--- src/rtl/serial_frame_pkg.sv ---
`default_nettype none
// ============================================================================
// Module  : serial_frame_pkg
// Brief   : Frame states and line levels shared by the serial tx/rx pair.
// Revision: 1.0 - initial release
// ============================================================================
package serial_frame_pkg;

    typedef enum logic [2:0] {
        IDLE   = 3'd0,
        START  = 3'd1,
        DATA   = 3'd2,
        PARITY = 3'd3,
        STOP   = 3'd4
    } frame_state_t;

    localparam logic IDLE_LEVEL  = 1'b1;
    localparam logic START_LEVEL = 1'b0;
    localparam logic STOP_LEVEL  = 1'b1;

endpackage : serial_frame_pkg
`default_nettype wire

--- src/rtl/serial_frame_tx_bit_timer.sv ---
`default_nettype none
// ============================================================================
// Module  : bit_timer
// Brief   : Counts clk cycles within one serial bit, pulses bit_end on the last.
// Revision: 1.0 - initial release
// ============================================================================
module bit_timer #(
    parameter int CLKS_PER_BIT = 4
) (
    input  logic clk,
    input  logic CLR_L,
    input  logic restart,
    input  logic enable,
    output logic bit_end
);

    localparam int              CNT_W  = (CLKS_PER_BIT > 1) ? $clog2(CLKS_PER_BIT) : 1;
    localparam logic [CNT_W-1:0] c_last = CNT_W'(CLKS_PER_BIT - 1);
    localparam logic [CNT_W-1:0] c_one  = CNT_W'(1);

    logic [CNT_W-1:0] r_cnt;

    assign bit_end = enable && (r_cnt == c_last);

    always_ff @(posedge clk or negedge CLR_L) begin
        if (!CLR_L) begin
            r_cnt <= '0;
        end else if (restart) begin
            r_cnt <= '0;
        end else if (enable) begin
            r_cnt <= bit_end ? '0 : r_cnt + c_one;
        end
    end

endmodule : bit_timer
`default_nettype wire

--- src/rtl/serial_frame_tx.sv ---
`default_nettype none
// ============================================================================
// Module  : serial_frame_tx
// Brief   : Start/data(LSB first)/[parity]/stop frame transmitter.
//           Define SERIAL_FRAME_TX_PARITY_EN to insert an even-parity bit.
// Revision: 1.0 - initial release
// ============================================================================
module serial_frame_tx
    import serial_frame_pkg::*;
#(
    parameter int WIDTH        = 8,
    parameter int CLKS_PER_BIT = 4
) (
    input  logic             clk,
    input  logic             CLR_L,
    input  logic             load,
    input  logic [WIDTH-1:0] din,
    output logic             ready,
    output logic             tx,
    output logic             done
);

    localparam int                BCNT_W     = $clog2(WIDTH + 1);
    localparam logic [BCNT_W-1:0] c_last_bit = BCNT_W'(WIDTH - 1);
    localparam logic [BCNT_W-1:0] c_bit_one  = BCNT_W'(1);

    frame_state_t      r_state;
    logic [WIDTH-1:0]  r_shreg;
    logic [BCNT_W-1:0] r_bit_cnt;
    logic              r_tx;
    logic              r_done;
`ifdef SERIAL_FRAME_TX_PARITY_EN
    logic              r_parity;
`endif

    logic              w_accept;
    logic              w_bit_end;
    logic [WIDTH-1:0]  w_shreg_next;

    assign ready        = (r_state == IDLE);
    assign tx           = r_tx;
    assign done         = r_done;
    assign w_accept     = ready && load;
    assign w_shreg_next = r_shreg >> 1;

    bit_timer #(
        .CLKS_PER_BIT (CLKS_PER_BIT)
    ) u_bit_timer (
        .clk     (clk),
        .CLR_L   (CLR_L),
        .restart (w_accept),
        .enable  (r_state != IDLE),
        .bit_end (w_bit_end)
    );

    // tx is loaded with the level of the state being entered, so the line
    // changes on the same edge as the state register.
    always_ff @(posedge clk or negedge CLR_L) begin
        if (!CLR_L) begin
            r_state   <= IDLE;
            r_shreg   <= '0;
            r_bit_cnt <= '0;
            r_tx      <= IDLE_LEVEL;
            r_done    <= 1'b0;
`ifdef SERIAL_FRAME_TX_PARITY_EN
            r_parity  <= 1'b0;
`endif
        end else begin
            r_done <= 1'b0;
            case (r_state)
                IDLE: begin
                    if (load) begin
                        r_shreg   <= din;
                        r_bit_cnt <= '0;
                        r_tx      <= START_LEVEL;
                        r_state   <= START;
`ifdef SERIAL_FRAME_TX_PARITY_EN
                        r_parity  <= ^din;
`endif
                    end else begin
                        r_tx <= IDLE_LEVEL;
                    end
                end
                START: begin
                    if (w_bit_end) begin
                        r_tx    <= r_shreg[0];
                        r_state <= DATA;
                    end
                end
                DATA: begin
                    if (w_bit_end) begin
                        r_shreg <= w_shreg_next;
                        if (r_bit_cnt == c_last_bit) begin
                            r_bit_cnt <= '0;
`ifdef SERIAL_FRAME_TX_PARITY_EN
                            r_tx      <= r_parity;
                            r_state   <= PARITY;
`else
                            r_tx      <= STOP_LEVEL;
                            r_state   <= STOP;
`endif
                        end else begin
                            r_bit_cnt <= r_bit_cnt + c_bit_one;
                            r_tx      <= w_shreg_next[0];
                        end
                    end
                end
`ifdef SERIAL_FRAME_TX_PARITY_EN
                PARITY: begin
                    if (w_bit_end) begin
                        r_tx    <= STOP_LEVEL;
                        r_state <= STOP;
                    end
                end
`endif
                STOP: begin
                    if (w_bit_end) begin
                        r_tx    <= IDLE_LEVEL;
                        r_done  <= 1'b1;
                        r_state <= IDLE;
                    end
                end
                default: begin
                    r_tx    <= IDLE_LEVEL;
                    r_state <= IDLE;
                end
            endcase
        end
    end

endmodule : serial_frame_tx
`default_nettype wire

--- config.mk ---
export PLATFORM = sky130hd
export DESIGN_NAME = serial_frame_tx
export DESIGN_NICKNAME = d
export VERILOG_FILES = /design/src/rtl/serial_frame_pkg.sv /design/src/rtl/serial_frame_tx_bit_timer.sv /design/src/rtl/serial_frame_tx.sv
export SDC_FILE = /design/constraint.sdc
export NUM_CORES = 1
export LEC_CHECK = 0
export BUFFER_PORTS_ARGS = -buffer_cell sky130_fd_sc_hd__buf_2
export CAP_MARGIN = 5
export CORE_AREA = 2 2 71 46
export DETAILED_ROUTE_END_ITERATION = 8
export DIE_AREA = 0 0 73 48
export RECOVER_POWER = 25
export SYNTH_ARGS = -nofsm -noshare
export SYNTH_HDL_FRONTEND = slang
export SYNTH_HIERARCHICAL = 1
export SYNTH_SLANG_ARGS = --single-unit
--- constraint.sdc ---
create_clock -name clk -period 5.9 [get_ports clk]
set_input_delay 1.18 -clock clk [delete_from_list [all_inputs] [get_ports clk]]
set_output_delay 1.18 -clock clk [all_outputs]
set_load 0.03 [all_outputs]
==> results of run 1 <==
kinds of logic (layout without fill, tap and decap cells):
kind of cell / after synthesis / in the layout / synth area share
and+or+nand+nor: 29 / 29 / 0.173
AOI/OAI and AO/OA: 19 / 19 / 0.119
buffers and inverters: 9 / 21 / 0.0468
xor gates and xnor gates: 1 / 1 / 0.00800
DFF: 19 / 19 / 0.435
adders and majority gates: 2 / 2 / 0.0229
muxes: 17 / 17 / 0.195
worst paths after layout:
path | startpoint | to | slack [ns]
setup / recovery | r_state[0]$_DFFE_PN0P_ | ready | 3.14
hold / removal | r_shreg[7]$_DFFE_PN0P_ | r_shreg[7]$_DFFE_PN0P_ | 0.50
setup reg to reg | r_state[0]$_DFFE_PN0P_ | r_shreg[4]$_DFFE_PN0P_ | 3.30
hold reg to reg | r_shreg[7]$_DFFE_PN0P_ | r_shreg[7]$_DFFE_PN0P_ | 0.50
max in group asynchronous | CLR_L | r_shreg[3]$_DFFE_PN0P_ | 4.22
min in group asynchronous | CLR_L | r_bit_cnt[3]$_DFFE_PN0P_ | 1.07
flip-flops by register name, summed over array words and instances, names as in the netlist:
name and cells:
r_shreg 8, r_bit_cnt 4, r_state 3, u_bit_timer/r_cnt 2, done 1, tx 1
final cells by class:
cell class | count | area, um^2 | share of cell area
timing repair buffer | 13 | 63.8 | 0.0527
multi-input combinational | 68 | 567 | 0.468
tap | 34 | 42.5 | 0.0352
sequential | 19 | 477 | 0.394
inverter | 4 | 15.0 | 0.0124
clock buffer | 4 | 45.0 | 0.0372
stage by stage:
| stage | std cells | util | power, W | area, um^2 |
|---|---|---|---|---|
| after floorplan | 96 | - | 0.000410 | 1090 |
| after global placement | 138 | 0.417 | 0.000440 | 1170 |
| after detailed placement | 138 | 0.417 | 0.000447 | 1170 |
| after CTS | 142 | 0.433 | 0.000541 | 1210 |
| after global routing | 142 | 0.433 | 0.000577 | 1210 |
| final | 142 | 0.433 | 0.000537 | 1210 |
metal layers:
layer,track usage,vias to the layer above,part of all wire
met1,0.189,354,0.56
met3,0.0568,5,0.050
met4,0.0333,0,0.011
met2,0.166,11,0.37
li1,-,368,-
met5,0,-,0
where the power goes:
group	total, W	internal (W)	leakage (nW)	switching [W]
Clock	0.0000918	0.0000481	0.0228	0.0000437
Sequential	0.000229	0.000181	0.237	0.0000479
Combinational	0.000216	0.000113	0.254	0.000103
Total	0.000537	0.000343	0.514	0.000195
placed cells by master, fill, tap and decap left out, drive strengths merged, types with 3 or more instances in the layout:
master / n
clkbuf: 5
a21oi: 3
dfrtp: 18
inv: 4
buf: 12
mux2: 14
nand3: 3
mux2i: 3
nor2: 7
nand2b: 4
o21ai: 5
critical path: cells and delay by family, from the launching register on:
family | cells | cell delay [ns]
simple gates | 2 | 0.57
buf+inv | 1 | 0.22
flops | 1 | 0.54
==> results.json, run 1 <==
{
  "status": "complete, no violations",
  "final_max_slew_viol_count": 0,
  "p_leak_nw": 0.514,
  "fillers": 268,
  "cts-root-buf": "clkbuf_8",
  "syn_avg_cell_area_um2": 11.4,
  "path_clk_slew_ns": 0.07,
  "synth-seq-cells": 19,
  "htree_levels": 1,
  "yosysTopAreaCell": "dfrtp_1",
  "numCtsBuffers": 3,
  "post_cts_buffers": 0,
  "dieArea_um2": 3500,
  "critPathCaptureType": "output port",
  "dieWidth_um": 73,
  "critical_path_class": "reg2out",
  "worst_ep_arrival_time_ns": 1.58,
  "ir_drop_v": 0.000183,
  "fin_ws_ns": 3.14,
  "core-area_um2": 2800,
  "ant_nets": 0,
  "via_per_inst": 5.20,
  "synth_most_common_cell": "dfrtp_1",
  "start_util": 0.391,
  "drtIter0Drc": 32,
  "setup_viol": 0,
  "fin_setup_tns_ns": 0,
  "insertion_delay_ns": 0.26,
  "cts_tree": "built",
  "overflow": 0,
  "ff2ff_path_depth": 7,
  "drc_errors": 0,
  "grt_pass1_wl_mm": 3.26,
  "cts_hold_buf": 0,
  "startpoint_type": "flip-flop",
  "grt_max_degree": 20,
  "max_freq_mhz": 362,
  "synth_flop_cell": "dfrtp_1",
  "diodes": 0,
  "wl_per_cell_um": 13.8,
  "netlist_instances": 96,
  "cts_resized": 0,
  "max-clock-path-buffers": 2,
  "finalHoldViolCount": 0,
  "hold_depth": 1,
  "relSlewSlack": 0.328,
  "path_max_fanout": 13,
  "hold_path_class": "reg2reg",
  "synth_area_um2": 1090,
  "synth_top_area_frac": 0.411,
  "synth_edf_count": 0,
  "pre_cts_slack_ns": 3.40,
  "cellPowerDensity_nw_per_um2": 444,
  "globalplace.congestion": 0.826,
  "path_cells": "or2_1 > nor2_1 > buf_2",
  "grt_pass1_vias": 678,
  "layout_worst_path_cycle_share": 0.468,
  "synth_commonest_cells": "dfrtp_1, mux2_2, mux2_4",
  "holdWs_ns": 0.499,
  "vias": 738,
  "synthArstFlopShare": 1.00,
  "crit_required_ns": 4.72,
  "grt_setup_unrepaired": "false",
  "final_nets": 122,
  "synth_cell_type_count": 40,
  "critPathSlowestCell": "dfrtp_1",
  "drtPass1Iterations": 4,
  "clock_sinks": 19,
  "seq_area_frac_synth": 0.435,
  "synth_nets": 109,
  "synthTopCellsByArea": "dfrtp_1, mux2_4, mux2_2",
  "ios": 14,
  "antenna_found_initial": 0,
  "rows": 15,
  "grtUsageTotal": 0.128,
  "skew_ns": 0.00512,
  "crit_path_max_incr_delay_ns": 0.54,
  "syn2layout_area_growth_pct": 10.5,
  "io_buffers": 13,
  "dp_hpwl_mm": 1.41,
  "die_h_um": 48,
  "drv_cap": 0,
  "period_minus_slack_ns": 2.76,
  "worst_slew_pin_slew_ns": 1.01,
  "drive_above_1_share": 0.315,
  "yosysWarnings": 6,
  "wirelength_mm": 1.96
}
Note: power is estimated with default switching activity, not from simulation.
==> run 2: changes to the inputs <==
==> constraint.sdc (replaced) <==
create_clock -name clk -period 2.7 [get_ports clk]
set_input_delay 0.54 -clock clk [delete_from_list [all_inputs] [get_ports clk]]
set_output_delay 0.54 -clock clk [all_outputs]
set_load 0.03 [all_outputs]
==> run 2 against run 1 <==
Effect of this change: flip-flop and latch count unchanged; global-route usage increased by 1.2 points; combinational power increased by 140%; clock skew decreased by 0.0023 ns.
==> results.json, run 2 (synthesis gave the netlist of run 1 again) <==
{
  "grt_pass1_wl_mm": 3.57,
  "r2r_slack_ns": 0.36,
  "antenna_found_initial": 0,
  "globalplace.congestion": 0.795,
  "pre_cts_slack_ns": 0.394,
  "path_cells": "or2_1 > nor2_1 > inv_1 > and2_1 > mux2i_1 > nor2_4 > mux2_4",
  "dr_wl_met3_um": 112,
  "ff2ff_path_depth": 7,
  "combPwrFrac": 0.434,
  "core-area_um2": 2800,
  "ir_drop_v": 0.000423,
  "wirelength_mm": 2.21,
  "via_per_inst": 5.23,
  "htree_levels": 1,
  "met2_length_um": 887,
  "critical_path_class": "reg2reg",
  "critPathCaptureType": "flip-flop",
  "cts_hold_buf": 0,
  "grt_max_degree": 20,
  "rr_endpoint": "r_shreg[5]$_DFFE_PN0P_",
  "worst_ep_arrival_time_ns": 2.48,
  "worst_slew_pin_slew_ns": 1.06,
  "p_leak_nw": 0.524,
  "hold_path_class": "in2async",
  "diodes": 0,
  "ant_nets": 0,
  "r2r_start": "r_state[2]$_DFFE_PN0P_",
  "cp.depth": 7,
  "regArea_um2": 477,
  "power_w": 0.00121,
  "routed.top_layer": "met3",
  "cts-root-buf": "clkbuf_8",
  "fin_ws_ns": 0.365,
  "vias": 753,
  "sequentialPowerShare": 0.399,
  "cellPowerDensity_nw_per_um2": 987,
  "layout.cells.non_filler": 144,
  "status": "complete, no violations",
  "path_clk_slew_ns": 0.07,
  "fin_setup_tns_ns": 0,
  "drv_cap": 0,
  "relSlewSlack": 0.294,
  "drive_above_1_share": 0.327,
  "numCtsBuffers": 3,
  "switchingPower_w": 0.000445,
  "startpoint_type": "flip-flop",
  "critPathSlowestCell": "dfrtp_1",
  "startpoint": "r_state[2]$_DFFE_PN0P_",
  "period_minus_slack_ns": 2.34,
  "wl_met1_mm": 1.21,
  "drtPass1Iterations": 4,
  "overflow": 0,
  "layout_worst_path_cycle_share": 0.865,
  "setup_viol": 0,
  "holdWs_ns": 0.448,
  "skew_ns": 0.00283,
  "path_max_fanout": 10,
  "intPower_w": 0.000765,
  "largest_reg_flops": 8,
  "worst-path-buf-inv": 1,
  "final_max_slew_viol_count": 0,
  "grtUsageTotal": 0.141,
  "dpl.cell_count": 140,
  "cts_resized": 0,
  "crit_end": "r_shreg[5]$_DFFE_PN0P_",
  "finalHoldViolCount": 0,
  "max_freq_mhz": 428,
  "clock_sinks": 19,
  "syn2layout_area_growth_pct": 11.9,
  "dp_hpwl_mm": 1.64,
  "multi_input_area_um2": 567,
  "post_cts_buffers": 0,
  "drtIter0Drc": 66,
  "reg.largest.list": "r_shreg x8, r_bit_cnt x4, r_state x3",
  "pwr-share-clk": 0.167,
  "die_h_um": 48,
  "crit_required_ns": 2.84,
  "rows": 15,
  "dieWidth_um": 73,
  "grt_setup_unrepaired": "false",
  "final_nets": 124,
  "grt_pass1_vias": 722,
  "final_cell_mix": "dfrtp_1, buf_2, mux2_2, mux2_4, nor2_1",
  "layout_commonest_cell": "dfrtp_1",
  "insertion_delay_ns": 0.26,
  "cp_top_family": "simple AND/OR/NAND/NOR gates",
  "ios": 14,
  "drc_errors": 0,
  "top_register": "r_shreg",
  "io_buffers": 13,
  "crit_path_max_incr_delay_ns": 0.50,
  "switching_share": 0.368,
  "max-clock-path-buffers": 2,
  "wl_per_cell_um": 15.3,
  "fillers": 276,
  "start_util": 0.391,
  "dieArea_um2": 3500,
  "cts_tree": "built"
}
==> run 2: worst min path at each step <==
stage | endpoint | cells past startpoint | slack [ns] | start
6_report | r_bit_cnt[3]$_DFFE_PN0P_ | 1 | 0.45 | CLR_L
5_1_grt | r_shreg[5]$_DFFE_PN0P_ | 1 | 0.53 | r_shreg[5]$_DFFE_PN0P_
3_5_place_dp | r_shreg[6]$_DFFE_PN0P_ | 1 | 0.49 | r_shreg[6]$_DFFE_PN0P_
3_3_place_gp | r_shreg[7]$_DFFE_PN0P_ | 1 | 0.48 | r_shreg[7]$_DFFE_PN0P_
4_1_cts | u_bit_timer/r_cnt[0]$_DFFE_PN0P_ | 1 | 0.23 | CLR_L
2_1_floorplan | done$_DFF_PN0_ | 0 | 0.24 | CLR_L
==> run 2: final cells by class <==
type | instances | share of cell area
multi-input cells | 68 | 0.463
flip-flops and latches | 19 | 0.389
repair buffers | 15 | 0.0644
clock buffers | 4 | 0.0368
well taps | 34 | 0.0347
inverters | 4 | 0.0123
==> run 2: layer usage <==
layer	vias up	track usage
met5	-	0
met4	0	0.0222
met3	0	0.0505
met2	18	0.205
met1	363	0.203
li1	372	-
==> run 2: power groups by stage <==
stage	sequential, W	combinational, W	clock [W]
after floorplan	0.000470	0.000426	0
after detailed placement	0.000485	0.000526	0
after CTS	0.000482	0.000529	0.000209
after global placement	0.000484	0.000504	0
final	0.000483	0.000525	0.000202
after global routing	0.000495	0.000573	0.000219
==> run 2: metrics by stage <==
step           area [um^2]   util
2_1_floorplan         1090      -
3_3_place_gp          1180  0.422
3_5_place_dp          1180  0.422
4_1_cts               1230  0.438
5_1_grt               1220  0.438
6_report              1220  0.438
